$ cat src/rtl/bridge_deadtime_seq_if.sv
`default_nettype none
// ============================================================================
// Module   : bridge_deadtime_seq_if
// Brief    : Request / gate-drive bundle between command decoder and the
//            H-bridge dead-time sequencer.
// Revision : 1.0 - initial release
// ============================================================================
interface bridge_deadtime_seq_if #(
    parameter int CNT_WIDTH = 16
) ();
    logic                 req_valid;
    logic [3:0]           req_top;
    logic [3:0]           req_bot;
    logic                 req_ready;
    logic                 kill;
    logic [3:0]           gate_top;
    logic [3:0]           gate_bot;
    logic                 busy;
    logic                 rej;
    logic [CNT_WIDTH-1:0] chg_cnt;

    modport master (
        output req_valid, req_top, req_bot, kill,
        input  req_ready, gate_top, gate_bot, busy, rej, chg_cnt
    );

    modport slave (
        input  req_valid, req_top, req_bot, kill,
        output req_ready, gate_top, gate_bot, busy, rej, chg_cnt
    );
endinterface
`default_nettype wire

$ cat src/rtl/bridge_deadtime_seq.sv
`default_nettype none
// ============================================================================
// Module   : bridge_deadtime_seq
// Brief    : H-bridge gate pattern sequencer with shoot-through rejection,
//            all-off dead time, minimum on-time and a kill override.
// Revision : 1.0 - initial release
// ============================================================================
module bridge_deadtime_seq #(
    parameter int DEAD_CYCLES   = 50,
    parameter int MIN_ON_CYCLES = 500,
    parameter int CNT_WIDTH     = 16
) (
    input  wire logic              clk,
    input  wire logic              rstn,
    bridge_deadtime_seq_if.slave   bus
);

    localparam int c_timer_max = (DEAD_CYCLES > MIN_ON_CYCLES) ? DEAD_CYCLES : MIN_ON_CYCLES;
    localparam int c_timer_w   = (c_timer_max > 1) ? $clog2(c_timer_max) : 1;

    typedef enum logic [1:0] {
        ST_ON   = 2'd0,
        ST_DEAD = 2'd1,
        ST_HOLD = 2'd2
    } state_t;

    state_t                 r_state, w_state_nxt;
    logic [c_timer_w-1:0]   r_timer, w_timer_nxt;
    logic [7:0]             r_cur,   w_cur_nxt;
    logic [7:0]             r_pend,  w_pend_nxt;
    logic [7:0]             r_gate,  w_gate_nxt;
    logic                   r_rej,   w_rej_nxt;
    logic [CNT_WIDTH-1:0]   r_chg,   w_chg_nxt;

    logic [7:0]             w_req;
    logic                   w_illegal;
    logic                   w_ready;
    logic                   w_xfer;

    // Patterns are packed {top, bot} so one compare covers all eight gates.
    assign w_req     = {bus.req_top, bus.req_bot};
    assign w_illegal = |(bus.req_top & bus.req_bot);
    assign w_ready   = (r_state == ST_ON) & ~bus.kill;
    assign w_xfer    = bus.req_valid & w_ready;

    always_ff @(posedge clk or negedge rstn) begin
        if (!rstn) begin
            r_state <= ST_ON;
            r_timer <= '0;
            r_cur   <= '0;
            r_pend  <= '0;
            r_gate  <= '0;
            r_rej   <= 1'b0;
            r_chg   <= '0;
        end else begin
            r_state <= w_state_nxt;
            r_timer <= w_timer_nxt;
            r_cur   <= w_cur_nxt;
            r_pend  <= w_pend_nxt;
            r_gate  <= w_gate_nxt;
            r_rej   <= w_rej_nxt;
            r_chg   <= w_chg_nxt;
        end
    end

    always_comb begin
        w_state_nxt = r_state;
        w_timer_nxt = r_timer;
        w_cur_nxt   = r_cur;
        w_pend_nxt  = r_pend;
        w_rej_nxt   = 1'b0;
        w_chg_nxt   = r_chg;

        if (bus.kill) begin
            // Reload every kill cycle so the dead time is measured from kill release.
            w_state_nxt = ST_DEAD;
            w_timer_nxt = c_timer_w'(DEAD_CYCLES - 1);
            w_cur_nxt   = '0;
            w_pend_nxt  = '0;
        end else begin
            case (r_state)
                ST_ON: begin
                    if (w_xfer) begin
                        if (w_illegal) begin
                            w_rej_nxt = 1'b1;
                        end else if (w_req != r_cur) begin
                            w_pend_nxt  = w_req;
                            w_state_nxt = ST_DEAD;
                            w_timer_nxt = c_timer_w'(DEAD_CYCLES - 1);
                            if (r_chg != {CNT_WIDTH{1'b1}}) begin
                                w_chg_nxt = r_chg + CNT_WIDTH'(1);
                            end
                        end
                    end
                end
                ST_DEAD: begin
                    if (r_timer == '0) begin
                        w_cur_nxt   = r_pend;
                        w_state_nxt = ST_HOLD;
                        w_timer_nxt = c_timer_w'(MIN_ON_CYCLES - 1);
                    end else begin
                        w_timer_nxt = r_timer - c_timer_w'(1);
                    end
                end
                ST_HOLD: begin
                    if (r_timer == '0) begin
                        w_state_nxt = ST_ON;
                    end else begin
                        w_timer_nxt = r_timer - c_timer_w'(1);
                    end
                end
                default: begin
                    w_state_nxt = ST_DEAD;
                    w_timer_nxt = c_timer_w'(DEAD_CYCLES - 1);
                    w_cur_nxt   = '0;
                    w_pend_nxt  = '0;
                end
            endcase
        end

        w_gate_nxt = (w_state_nxt == ST_DEAD) ? 8'h00 : w_cur_nxt;
    end

    assign bus.req_ready = w_ready;
    assign bus.gate_top  = r_gate[7:4];
    assign bus.gate_bot  = r_gate[3:0];
    assign bus.busy      = (r_state != ST_ON);
    assign bus.rej       = r_rej;
    assign bus.chg_cnt   = r_chg;

endmodule
`default_nettype wire

$ cat src/flat_wrapper.sv
// flat-port wrapper written by rule: the top's interface ports become plain ports
module bridge_deadtime_seq_flat 
#(
    parameter int DEAD_CYCLES   = 50,
    parameter int MIN_ON_CYCLES = 500,
    parameter int CNT_WIDTH     = 16
)
  (clk, rstn, bus_req_valid, bus_req_top, bus_req_bot, bus_kill, bus_req_ready, bus_gate_top, bus_gate_bot, bus_busy, bus_rej, bus_chg_cnt);
  bridge_deadtime_seq_if #(.CNT_WIDTH(CNT_WIDTH)) bus_i ();
  input  wire logic clk;
  input  wire logic rstn;
  input wire logic [$bits(bus_i.req_valid)-1:0] bus_req_valid;
  input wire logic [$bits(bus_i.req_top)-1:0] bus_req_top;
  input wire logic [$bits(bus_i.req_bot)-1:0] bus_req_bot;
  input wire logic [$bits(bus_i.kill)-1:0] bus_kill;
  output wire logic [$bits(bus_i.req_ready)-1:0] bus_req_ready;
  output wire logic [$bits(bus_i.gate_top)-1:0] bus_gate_top;
  output wire logic [$bits(bus_i.gate_bot)-1:0] bus_gate_bot;
  output wire logic [$bits(bus_i.busy)-1:0] bus_busy;
  output wire logic [$bits(bus_i.rej)-1:0] bus_rej;
  output wire logic [$bits(bus_i.chg_cnt)-1:0] bus_chg_cnt;
  assign bus_i.req_valid = bus_req_valid;
  assign bus_i.req_top = bus_req_top;
  assign bus_i.req_bot = bus_req_bot;
  assign bus_i.kill = bus_kill;
  assign bus_req_ready = bus_i.req_ready;
  assign bus_gate_top = bus_i.gate_top;
  assign bus_gate_bot = bus_i.gate_bot;
  assign bus_busy = bus_i.busy;
  assign bus_rej = bus_i.rej;
  assign bus_chg_cnt = bus_i.chg_cnt;
  bridge_deadtime_seq #(.DEAD_CYCLES(DEAD_CYCLES), .MIN_ON_CYCLES(MIN_ON_CYCLES), .CNT_WIDTH(CNT_WIDTH)) u_core (.clk(clk), .rstn(rstn), .bus(bus_i));
endmodule
$ cat config.mk
export PLATFORM = sky130hd
export DESIGN_NAME = bridge_deadtime_seq_flat
export DESIGN_NICKNAME = d
export VERILOG_FILES = /design/src/rtl/bridge_deadtime_seq_if.sv /design/src/rtl/bridge_deadtime_seq.sv /design/src/flat_wrapper.sv
export SDC_FILE = /design/constraint.sdc
export NUM_CORES = 1
export LEC_CHECK = 0
export CAP_MARGIN = 5
export CORE_MARGIN = 2
export CORE_UTILIZATION = 45
export DETAILED_ROUTE_END_ITERATION = 10
export GPL_TIMING_DRIVEN = 0
export PLACE_DENSITY = 0.68
export SLEW_MARGIN = 20
export SYNTH_ARGS = -nofsm -noshare
export SYNTH_HDL_FRONTEND = slang
export SYNTH_SLANG_ARGS = --single-unit
$ cat constraint.sdc
create_clock -name clk -period 3.38 [get_ports clk]
set_input_delay 0.676 -clock clk [delete_from_list [all_inputs] [get_ports clk]]
set_output_delay 0.676 -clock clk [all_outputs]
set_load 0.02 [all_outputs]
==> results of run 1 <==
==> registers in the layout, summed over array words and instances, names as in the netlist <==
register and count:
u_core.r_gate 8, u_core.r_cur 8, u_core.bus.rej 1, u_core.r_state 2, u_core.r_timer 9, u_core.bus.chg_cnt 16
u_core.r_pend 8
==> how the worst max path moves through the flow <==
stage	slack, ns	from	to	cells after the start
after global routing	0.31	u_core.r_state[0]$_DFF_PN0_	bus_req_ready	5
after detailed placement	0.37	bus_req_bot[1]	u_core.r_pend[7]$_DFFE_PN0P_	7
after global placement	0.08	rstn	u_core.bus.chg_cnt[5]$_DFFE_PN0P_	1
after CTS	0.45	u_core.r_state[0]$_DFF_PN0_	bus_req_ready	5
after floorplan	1.02	u_core.r_timer[0]$_DFFE_PN0P_	u_core.r_gate[0]$_DFF_PN0_	9
final	0.45	bus_kill	bus_req_ready	4
==> layer usage <==
metal | routed length (µm) | vias up | part of all wire
li1 | - | 974 | -
met3 | 290 | 6 | 0.052
met5 | 0 | - | 0
met4 | 74 | 0 | 0.013
met2 | 2506 | 52 | 0.45
met1 | 2722 | 957 | 0.49
==> kinds of logic after synthesis <==
| family | Yosys count | synth area share |
|---|---|---|
| buffers and inverters | 16 | 0.02972 |
| flip-flops | 52 | 0.4830 |
| adder cells (fa/ha/maj) | 6 | 0.02787 |
| AND/OR/NAND/NOR | 85 | 0.1802 |
| AO/OA/AOI/OAI | 54 | 0.1630 |
| XOR/XNOR | 23 | 0.07478 |
| multiplexers | 10 | 0.04134 |
==> Yosys cell counts (all sizes together), types with 3 or more instances <==
cell type / number
a21oi: 8
a21boi: 8
nor2b: 9
o211ai: 3
mux2: 9
a22o: 9
inv: 10
nand4: 10
dfrtp: 52
and3: 6
o21ai: 7
nand3: 7
a22oi: 3
nor2: 10
nand2b: 3
xnor2: 21
ha: 6
buf: 3
nand2: 25
==> metrics by stage <==
step                total power [µW]  hold slack (ns)
floorplan                       1095           0.3804
global placement                1251           0.4853
detailed placement              1255           0.4898
CTS                             1699           0.4193
global route                    1795           0.4286
finish                          1688           0.3810
==> layout by cell type, fill, tap and decap left out, types with 2 or more instances in the layout <==
master,count
a22oi_1,2
ha_1,6
a211o_1,2
o21ai_0,6
clkdlybuf4s50_1,37
xor2_1,2
o211ai_1,3
nand2b_1,3
or3_1,2
nand2_1,25
xnor2_1,21
a211oi_1,2
nor2_1,10
nor2b_2,7
nand4_1,10
a21oi_1,8
a22o_1,9
dfrtp_1,52
mux2_1,8
buf_2,2
nor4_1,2
clkbuf_8,6
nand3_1,7
and4_1,2
a31oi_1,2
a21boi_2,7
nor3_1,2
and3_1,6
inv_1,10
nor2b_1,2
==> final cells by class <==
type | count | area, µm²
plain buffers | 5 | 38.79
clock buffers | 5 | 68.82
clock inverters | 3 | 46.29
fillers | 521 | 2570
inverters | 11 | 41.29
multi-input cells | 178 | 1313
flip-flops and latches | 52 | 1301
well taps | 75 | 93.84
repair buffers | 38 | 377.9
==> power by group <==
part	leakage, µW	switching [µW]	internal (µW)
clock	0.0000600	217	225
sequential	0.000708	57.1	671
combinational	0.000654	302	216
==> summary.md, run 1 <==
| Metric | Value |
|---|---|
| Max Fanout on Critical Path | 8 |
| Vias per cell | 5.420 |
| CTS tree | yes |
| Status | completed |
| Root Buffer | clkbuf_8 |
| Routed len/inst | 15.24 µm |
| TNS Setup | 0 ns |
| Post-CTS Hold Fix Bufs | 0 |
| Global Route Usage Sum | 0.1840 |
| Final Net Count | 309 |
| Core Region | 0.005851 mm² |
| Hpwl dp | 4007 µm |
| Cell count after synthesis | 246 |
| CTS H-tree depth | 2 |
| Syn Area/Cell | 10.95 µm² |
| Clock buffer depth | 2 |
| Minimum clock period | 2.932 ns |
| RSZ-0062 raised after global routing | false |
| Worst Hold Class | in2async |
| Max Fclk | 341.0 MHz |
| Number of max-cap violations | 0 |
| Buffers on Ports | 38 |
| Hold Fails Final Rpt | 0 |
| EDFF count, synth | 0 |
| PnR worst setup slack | 0.4477 ns |
| Global-route wire length before repair | 9535 µm |
| Final setup fails | 0 |
| Critical Path End Type | output port |
| Seq/Total Area, Yosys | 0.4830 |
| Largest net degree at the start of global routing | 53 |
| Routed via count | 1989 |
| Max-slew headroom | 0.4245 |
| Total iterations of the first detailed-routing run | 4 |
| Final period util | 0.8675 |
| Post-DP Area | 0.003166 mm² |
| CTS resizes | 0 |
| Setup crit start kind | input port |
| Number of global-route vias before repair | 1984 |
| Arr. time, crit path | 2.26 ns |
| Std cell rows | 28 |
| Worst slack, placed | 0.3673 ns |
| Grt total ovfl | 0 |
| Fin area | 0.003281 mm² |
| Clk sinks | 52 |
| Initial antenna violation count | 0 |
| Share of cells above drive strength 1 | 0.1199 |
| Critical path's most frequent cell | clkdlybuf4s50_1 |
| CTS clk-pin slew, worst paths | 0.10 ns |
| #FFs+latches synth | 52 |
| Post-synth top flop | dfrtp_1 |
| CP Cell Sequence | clkdlybuf4s50_1 > nand2b_1 > inv_1 > clkdlybuf4s50_1 |
| Pwr dens | 514.7 mW/mm² |
| Post-synth top area share | 0.4830 |
| Finished Layout Cells | 367 |
| Asr flop ratio synth | 1.000 |
| GR Layer Usage met2 | 0.2697 |
| Global placer's final weighted congestion | 0.8909 |
| Gr busiest metal | met2 |
| Synth top area cells | dfrtp_1 (48%), xnor2_1 (6.8%), nand2_1 (3.5%), mux2_1 (3.3%), a21boi_2 (2.9%) |
| Ports | 39 |
| Final Util | 0.5607 |
| Mapped Nets | 264 |
| Pins Over Slew Limit | 0 |
| CTS Buf Count | 5 |
| WP buf/inv | 3 |
| R2R Path Start | u_core.r_timer[0]$_DFFE_PN0P_ |
| VDD IR max | 0.0002954 V |
| Top delay family on crit path | buffers and inverters |
| Crit path required time | 2.70 ns |
| Clock Latency Late Sink | 0.30 ns |
| Distinct cells, synth | 54 |
| Worst Skew | 0.002431 ns |
| Post-CTS Repair Setup Buffers | 0 |
| Initial Utilization | 0.4604 |
| Reg2reg end | u_core.r_gate[6]$_DFF_PN0_ |
| Die X | 81.37 µm |
| Crit path largest cell delay | 0.61 ns |
| Routing usage on met3 | 0.04889 |
| GR Util met1 | 0.2638 |
| Worst-margin pin slew | 0.8567 ns |
| Worst reg-to-reg path cell count | 9 |
| DRC | 0 |
| Leak | 0.001422 µW |
| Setup CP Type | in2out |
| Die area | 0.006621 mm² |
| Synth area leader | dfrtp_1 |
| Ant. Diodes | 0 |
| Final wirelength | 5594 µm |
| Die H | 81.37 µm |
| Reg2Reg Setup Slack | 0.77 ns |
| Initial DRC count | 112 |
| Area Overhead vs Synth | 21.78% |
| Placed cell count | 359 |
| Antenna viol nets, final | 0 |
| Yosys warnings | 0 |
| Cell Area, Synth | 0.002694 mm² |
| Slowest cell on the critical path | clkdlybuf4s50_1 |
No activity file was read; power rests on OpenSTA's default activity.
==> run 2: changes to the inputs <==
--- a/config.mk
+++ b/config.mk
@@ -5,12 +5,15 @@
 export SDC_FILE = /design/constraint.sdc
 export NUM_CORES = 1
 export LEC_CHECK = 0
+export ABC_CLOCK_PERIOD_IN_PS = 3380
 export CAP_MARGIN = 5
+export CELL_PAD_IN_SITES_DETAIL_PLACEMENT = 1
+export CELL_PAD_IN_SITES_GLOBAL_PLACEMENT = 1
 export CORE_MARGIN = 2
-export CORE_UTILIZATION = 45
+export CORE_UTILIZATION = 43
 export DETAILED_ROUTE_END_ITERATION = 10
 export GPL_TIMING_DRIVEN = 0
-export PLACE_DENSITY = 0.68
+export PLACE_DENSITY = 0.8
 export SLEW_MARGIN = 20
 export SYNTH_ARGS = -nofsm -noshare
 export SYNTH_HDL_FRONTEND = slang
==> summary.md, run 2 (synthesized netlist as in run 1, its figures left out) <==
| Metric | Value |
|---|---|
| Most frequent cells in the layout | dfrtp_1 (52), clkdlybuf4s50_1 (37), nand2_1 (25), xnor2_1 (21) |
| Max Fanout on Critical Path | 8 (unchanged) |
| Buffers on Ports | 38 (unchanged) |
| Worst Hold Class | in2async |
| Pins Over Slew Limit | 0 (unchanged) |
| Status | completed |
| Initial Utilization | 0.4497 (-0.01077) |
| RSZ-0062 raised after global routing | false |
| Area Overhead vs Synth | 21.09% |
| R2R Path Start | u_core.r_timer[0]$_DFFE_PN0P_ |
| Grt total ovfl | 0 (unchanged) |
| Die H | 83.15 µm (+2.2%) |
| Internal Power | 1041 µW (-6.4%) |
| Combinational Power Share | 0.325 (+0.018) |
| Std cell rows | 28 (unchanged) |
| CTS resizes | 0 (unchanged) |
| Clk sinks | 52 (unchanged) |
| Die area | 0.006914 mm² (+4.4%) |
| CTS Buf Count | 5 (unchanged) |
| Final wirelength | 6463 µm (+16%) |
| Post-CTS Hold Fix Bufs | 0 (unchanged) |
| Share of total power in sequential cells | 0.445 (+0.014) |
| Max Fclk | 339.6 MHz (-0.41%) |
| Critical Path End Type | output port |
| Max reg flops | 16 (unchanged) |
| Minimum clock period | 2.944 ns (+0.01216 ns) |
| Antenna viol nets, final | 0 (unchanged) |
| Worst-margin pin slew | 0.8416 ns (-0.01514 ns) |
| Arr. time, crit path | 2.27 ns (about the same) |
| Final period util | 0.8711 (+0.003597) |
| Global placer's final weighted congestion | 0.8084 (-9.3%) |
| Final setup fails | 0 (unchanged) |
| Ant. Diodes | 0 (unchanged) |
| Post-CTS Repair Setup Buffers | 0 (unchanged) |
| Die X | 83.15 µm (+2.2%) |
| Most common cell after layout, fill and taps aside | dfrtp_1 |
| Share of cells above drive strength 1 | 0.1199 (unchanged) |
| Worst Skew | 0.006052 ns (+0.003621 ns) |
| Reg2reg end | u_core.r_gate[6]$_DFF_PN0_ |
| Tot Pwr | 1648 µW (-2.4%) |
| CTS clk-pin slew, worst paths | 0.10 ns (about the same) |
| Final Net Count | 309 (unchanged) |
| Ports | 39 (unchanged) |
| Clk pwr share | 0.230 (-0.032) |
| Reg2Reg Setup Slack | 0.74 ns (-0.03 ns) |
| Initial antenna violation count | 0 (unchanged) |
| CP startpoint | bus_kill |
| TNS Setup | 0 ns (unchanged) |
| Clock buffer depth | 2 (unchanged) |
| Setup crit start kind | input port |
| Setup CP Type | in2out |
| CTS H-tree depth | 2 (unchanged) |
| Number of global-route vias before repair | 2191 (+10%) |
| Hold Fails Final Rpt | 0 (unchanged) |
| Multi-input gate area | 0.001313 mm² (unchanged) |
| Core Region | 0.005991 mm² (+2.4%) |
| DRC | 0 (unchanged) |
| Initial DRC count | 145 (+29%) |
| Hpwl dp | 4818 µm (+20%) |
| Number of max-cap violations | 0 (unchanged) |
| Total iterations of the first detailed-routing run | 4 (unchanged) |
| Routed via count | 2059 (+3.5%) |
| Vias per cell | 5.610 (+3.5%) |
| Leak | 0.001408 µW (-0.97%) |
| Crit path required time | 2.70 ns (about the same) |
| Net Switching | 606.9 µW (+5.3%) |
| FILL cells | 660 (+27%) |
| CTS tree | yes |
| Crit path to | bus_req_ready |
| Clock Latency Late Sink | 0.31 ns (about the same) |
| Routed len/inst | 17.61 µm (+16%) |
| Sw frac | 0.3683 (+0.02693) |
| Storage cell area | 0.001301 mm² (unchanged) |
| Global Route Usage Sum | 0.1981 (+0.01418) |
| Global-route wire length before repair | 11160 µm (+17%) |
| Pwr dens | 505.2 mW/mm² (-1.8%) |
| Root Buffer | clkbuf_8 |
| Worst reg-to-reg path cell count | 9 (unchanged) |
| Max-slew headroom | 0.4346 (+0.01017) |
| Largest net degree at the start of global routing | 53 (unchanged) |
| VDD IR max | 0.0003035 V (+2.8%) |
[run 2: cell types whose count changed in the layout (fill, tap and decap cells not counted)]
| cell | previous run | this run |
|---|---|---|
| bufinv_16 | 1 | 0 |
| clkinv_2 | 1 | 0 |
| clkinv_4 | 0 | 1 |
| clkinvlp_4 | 0 | 1 |
[run 2: area by class of cell]
cell class / instances / share of cell area
Tap cell: 75 / 0.02877
Clock buffer: 5 / 0.02110
Sequential cell: 52 / 0.3989
Clock inverter: 3 / 0.008439
Timing Repair Buffer: 38 / 0.1158
Buffer: 5 / 0.01189
Multi-Input combinational cell: 178 / 0.4024
Inverter: 11 / 0.01266
[run 2: power by group through the flow]
stage	Clock (µW)	Sequential [µW]	Combinational [µW]
4_1_cts	392	732	540
2_1_floorplan	0	742	354
3_5_place_dp	0	744	536
3_3_place_gp	0	739	524
6_report	379	733	536
5_1_grt	418	741	590
[run 2: routing by layer]
layer	share of wire	track usage	vias to the layer above	wire, µm
met5	0	0	-	0
met4	0.013	0.05663	0	83
met3	0.032	0.02982	6	206
met2	0.49	0.3255	44	3165
met1	0.47	0.2729	1031	3007
li1	-	-	978	-
[run 2: how the worst min path moves through the flow]
stage / depth (start not counted) / from / end / slack [ns]
2_1_floorplan: 0 / rstn / u_core.bus.chg_cnt[0]$_DFFE_PN0P_ / 0.38
3_3_place_gp: 1 / u_core.bus.chg_cnt[11]$_DFFE_PN0P_ / u_core.bus.chg_cnt[11]$_DFFE_PN0P_ / 0.48
3_5_place_dp: 1 / u_core.bus.chg_cnt[14]$_DFFE_PN0P_ / u_core.bus.chg_cnt[14]$_DFFE_PN0P_ / 0.48
4_1_cts: 1 / rstn / u_core.bus.chg_cnt[10]$_DFFE_PN0P_ / 0.42
5_1_grt: 1 / rstn / u_core.bus.chg_cnt[11]$_DFFE_PN0P_ / 0.42
6_report: 1 / rstn / u_core.bus.chg_cnt[10]$_DFFE_PN0P_ / 0.38
[run 2: through the flow]
step / cell area, µm² / setup WS [ns] / instances / util / hold slack, ns
global placement: 3168 / 0.02659 / 359 / 0.5288 / 0.4794
detailed placement: 3166 / 0.2755 / 359 / 0.5284 / 0.4824
global route: 3262 / 0.2846 / 367 / 0.5445 / 0.4159
finish: 3262 / 0.4355 / 367 / 0.5445 / 0.3847
CTS: 3262 / 0.4248 / 367 / 0.5445 / 0.4157
floorplan: 2694 / 1.023 / 246 / - / 0.3804
[run 2: critical path, cell delays in order]
cell and delay, ns:
clkdlybuf4s50_1 0.55, nand2b_1 0.31, inv_1 0.12, clkdlybuf4s50_1 0.60
==> run 3: changes to the inputs <==
--- a/config.mk
+++ b/config.mk
@@ -9,7 +9,6 @@
 export CAP_MARGIN = 5
 export CELL_PAD_IN_SITES_DETAIL_PLACEMENT = 1
 export CELL_PAD_IN_SITES_GLOBAL_PLACEMENT = 1
-export CORE_MARGIN = 2
 export CORE_UTILIZATION = 43
 export DETAILED_ROUTE_END_ITERATION = 10
 export GPL_TIMING_DRIVEN = 0
==> summary.md, run 3 (synthesized netlist as in run 1, its figures left out) <==
| Metric | Value |
|---|---|
| Status | completed |
| R2R Path Start | u_core.r_timer[0]$_DFFE_PN0P_ |
| Die area | 0.006585 mm² (-4.8%) |
| Finished Layout Cells | 367 (unchanged) |
| Minimum clock period | 2.999 ns (+0.05503 ns) |
| TNS Setup | 0 ns (unchanged) |
| Routed len/inst | 17.89 µm (+1.6%) |
| Setup CP Type | reg2out |
| Worst Skew | 0.007481 ns (+0.001428 ns) |
| Pins Over Slew Limit | 0 (unchanged) |
| Die H | 81.15 µm (-2.4%) |
| Clk sinks | 52 (unchanged) |
| Global Route Usage Sum | 0.2154 (+0.01728) |
| Number of max-cap violations | 0 (unchanged) |
| Ant. Diodes | 0 (unchanged) |
| Final wirelength | 6567 µm (+1.6%) |
| Max-slew headroom | 0.3679 (-0.06677) |
| Buffers on Ports | 38 (unchanged) |
| CTS resizes | 0 (unchanged) |
| Antenna viol nets, final | 0 (unchanged) |
| Global-route wire length before repair | 10580 µm (-5.2%) |
| Root Buffer | clkbuf_8 |
| Hold Fails Final Rpt | 0 (unchanged) |
| Grt total ovfl | 0 (unchanged) |
| FILL cells | 655 (-0.76%) |
| CTS Buf Count | 5 (unchanged) |
| CTS H-tree depth | 2 (unchanged) |
| Die X | 81.15 µm (-2.4%) |
| Std cell rows | 28 (unchanged) |
| RSZ-0062 raised after global routing | false |
| Initial Utilization | 0.4497 (unchanged) |
| CTS tree | yes |
| Placed cell count | 359 (unchanged) |
| Pwr dens | 523.7 mW/mm² (+3.7%) |
| Initial DRC count | 112 (-23%) |
| Routed via count | 2079 (+0.97%) |
| Total iterations of the first detailed-routing run | 4 (unchanged) |
| Reg2Reg Setup Slack | 0.74 ns (about the same) |
| Clock buffer depth | 2 (unchanged) |
| Crit path required time | 2.70 ns (about the same) |
| Tot Pwr | 1718 µW (+4.3%) |
| Initial antenna violation count | 0 (unchanged) |
| Setup crit start kind | flop |
| Worst-margin pin slew | 0.9410 ns (+0.09939 ns) |
| Worst Hold Class | in2async |
| Share of cells above drive strength 1 | 0.1199 (unchanged) |
| Hpwl dp | 4844 µm (+0.55%) |
| Arr. time, crit path | 2.32 ns (+0.05 ns) |
| Most frequent cells in the layout | dfrtp_1 (52), clkdlybuf4s50_1 (37), nand2_1 (25), xnor2_1 (21) |
| Critical Path End Type | output port |
| Final setup fails | 0 (unchanged) |
| Post-CTS Hold Fix Bufs | 0 (unchanged) |
| Core Region | 0.005991 mm² (unchanged) |
| Vias per cell | 5.665 (+0.97%) |
| CTS clk-pin slew, worst paths | 0.09 ns (about the same) |
| Number of global-route vias before repair | 2061 (-5.9%) |
| Final Net Count | 309 (unchanged) |
| Clock Latency Late Sink | 0.32 ns (about the same) |
| VDD IR max | 0.0002533 V (-17%) |
| Max Fanout on Critical Path | 11 (+3) |
| Reg2reg end | u_core.r_gate[1]$_DFF_PN0_ |
| Area Overhead vs Synth | 21.78% |
| Final period util | 0.8874 (+0.01628) |
| Ports | 39 (unchanged) |
| Global placer's final weighted congestion | 0.8064 (-0.25%) |
| Leak | 0.001422 µW (+0.98%) |
| Max Fclk | 333.4 MHz (-1.8%) |
| Largest net degree at the start of global routing | 53 (unchanged) |
| Worst reg-to-reg path cell count | 9 (unchanged) |
| Most common cell after layout, fill and taps aside | dfrtp_1 |
| Post-CTS Repair Setup Buffers | 0 (unchanged) |
| DRC | 0 (unchanged) |
| Max reg flops | 16 (unchanged) |
run 3: per-stage QoR:
stage | cell area, µm² | util | hold slack [ns] | setup slack, ns
final | 3281 | 0.5476 | 0.3669 | 0.3805
after global routing | 3281 | 0.5476 | 0.4272 | 0.2214
after CTS | 3281 | 0.5476 | 0.4016 | 0.3591
after detailed placement | 3166 | 0.5284 | 0.4825 | 0.2280
after global placement | 3168 | 0.5288 | 0.4788 | 0.04185
after floorplan | 2694 | - | 0.3804 | 1.023
run 3: how the worst max path moves through the flow:
stage | start | to | slack, ns | cells after the start
final | u_core.r_state[0]$_DFF_PN0_ | bus_req_ready | 0.38 | 5
after global routing | u_core.r_state[0]$_DFF_PN0_ | bus_req_ready | 0.22 | 5
after CTS | u_core.r_state[0]$_DFF_PN0_ | bus_req_ready | 0.36 | 5
after detailed placement | bus_req_bot[3] | u_core.r_pend[3]$_DFFE_PN0P_ | 0.23 | 7
after global placement | rstn | u_core.r_gate[4]$_DFF_PN0_ | 0.04 | 1
after floorplan | u_core.r_timer[0]$_DFFE_PN0P_ | u_core.r_gate[0]$_DFF_PN0_ | 1.02 | 9
run 3: area by class of cell:
cell class / instances / area, µm² / area share
buffer: 5 / 38.79 / 0.01182
timing repair buffer: 38 / 377.9 / 0.1152
multi-input combinational: 178 / 1313 / 0.4001
clock buffer: 5 / 68.82 / 0.02098
inverter: 11 / 41.29 / 0.01259
sequential: 52 / 1301 / 0.3966
clock inverter: 3 / 46.29 / 0.01411
tap: 75 / 93.84 / 0.02860
run 3: per-layer routing:
layer / vias to the layer above / track usage / routed length (µm)
li1: 979 / - / -
met1: 1041 / 0.2835 / 3022
met2: 50 / 0.3563 / 3189
met3: 9 / 0.04944 / 276
met4: 0 / 0.05536 / 78
met5: - / 0 / 0
run 3: worst max-delay path: stages, from the launching register on:
cell,delay (ns)
dfrtp_1,0.42
clkinv_1,0.31
ha_1,0.42
nand2b_1,0.23
inv_1,0.09
clkdlybuf4s50_1,0.54
run 3: where the power goes:
part | internal [µW] | leakage [µW] | switching (µW) | total (µW)
combinational | 217 | 0.000654 | 319 | 536
clock | 225 | 0.0000600 | 224 | 449
sequential | 671 | 0.000708 | 61.9 | 733
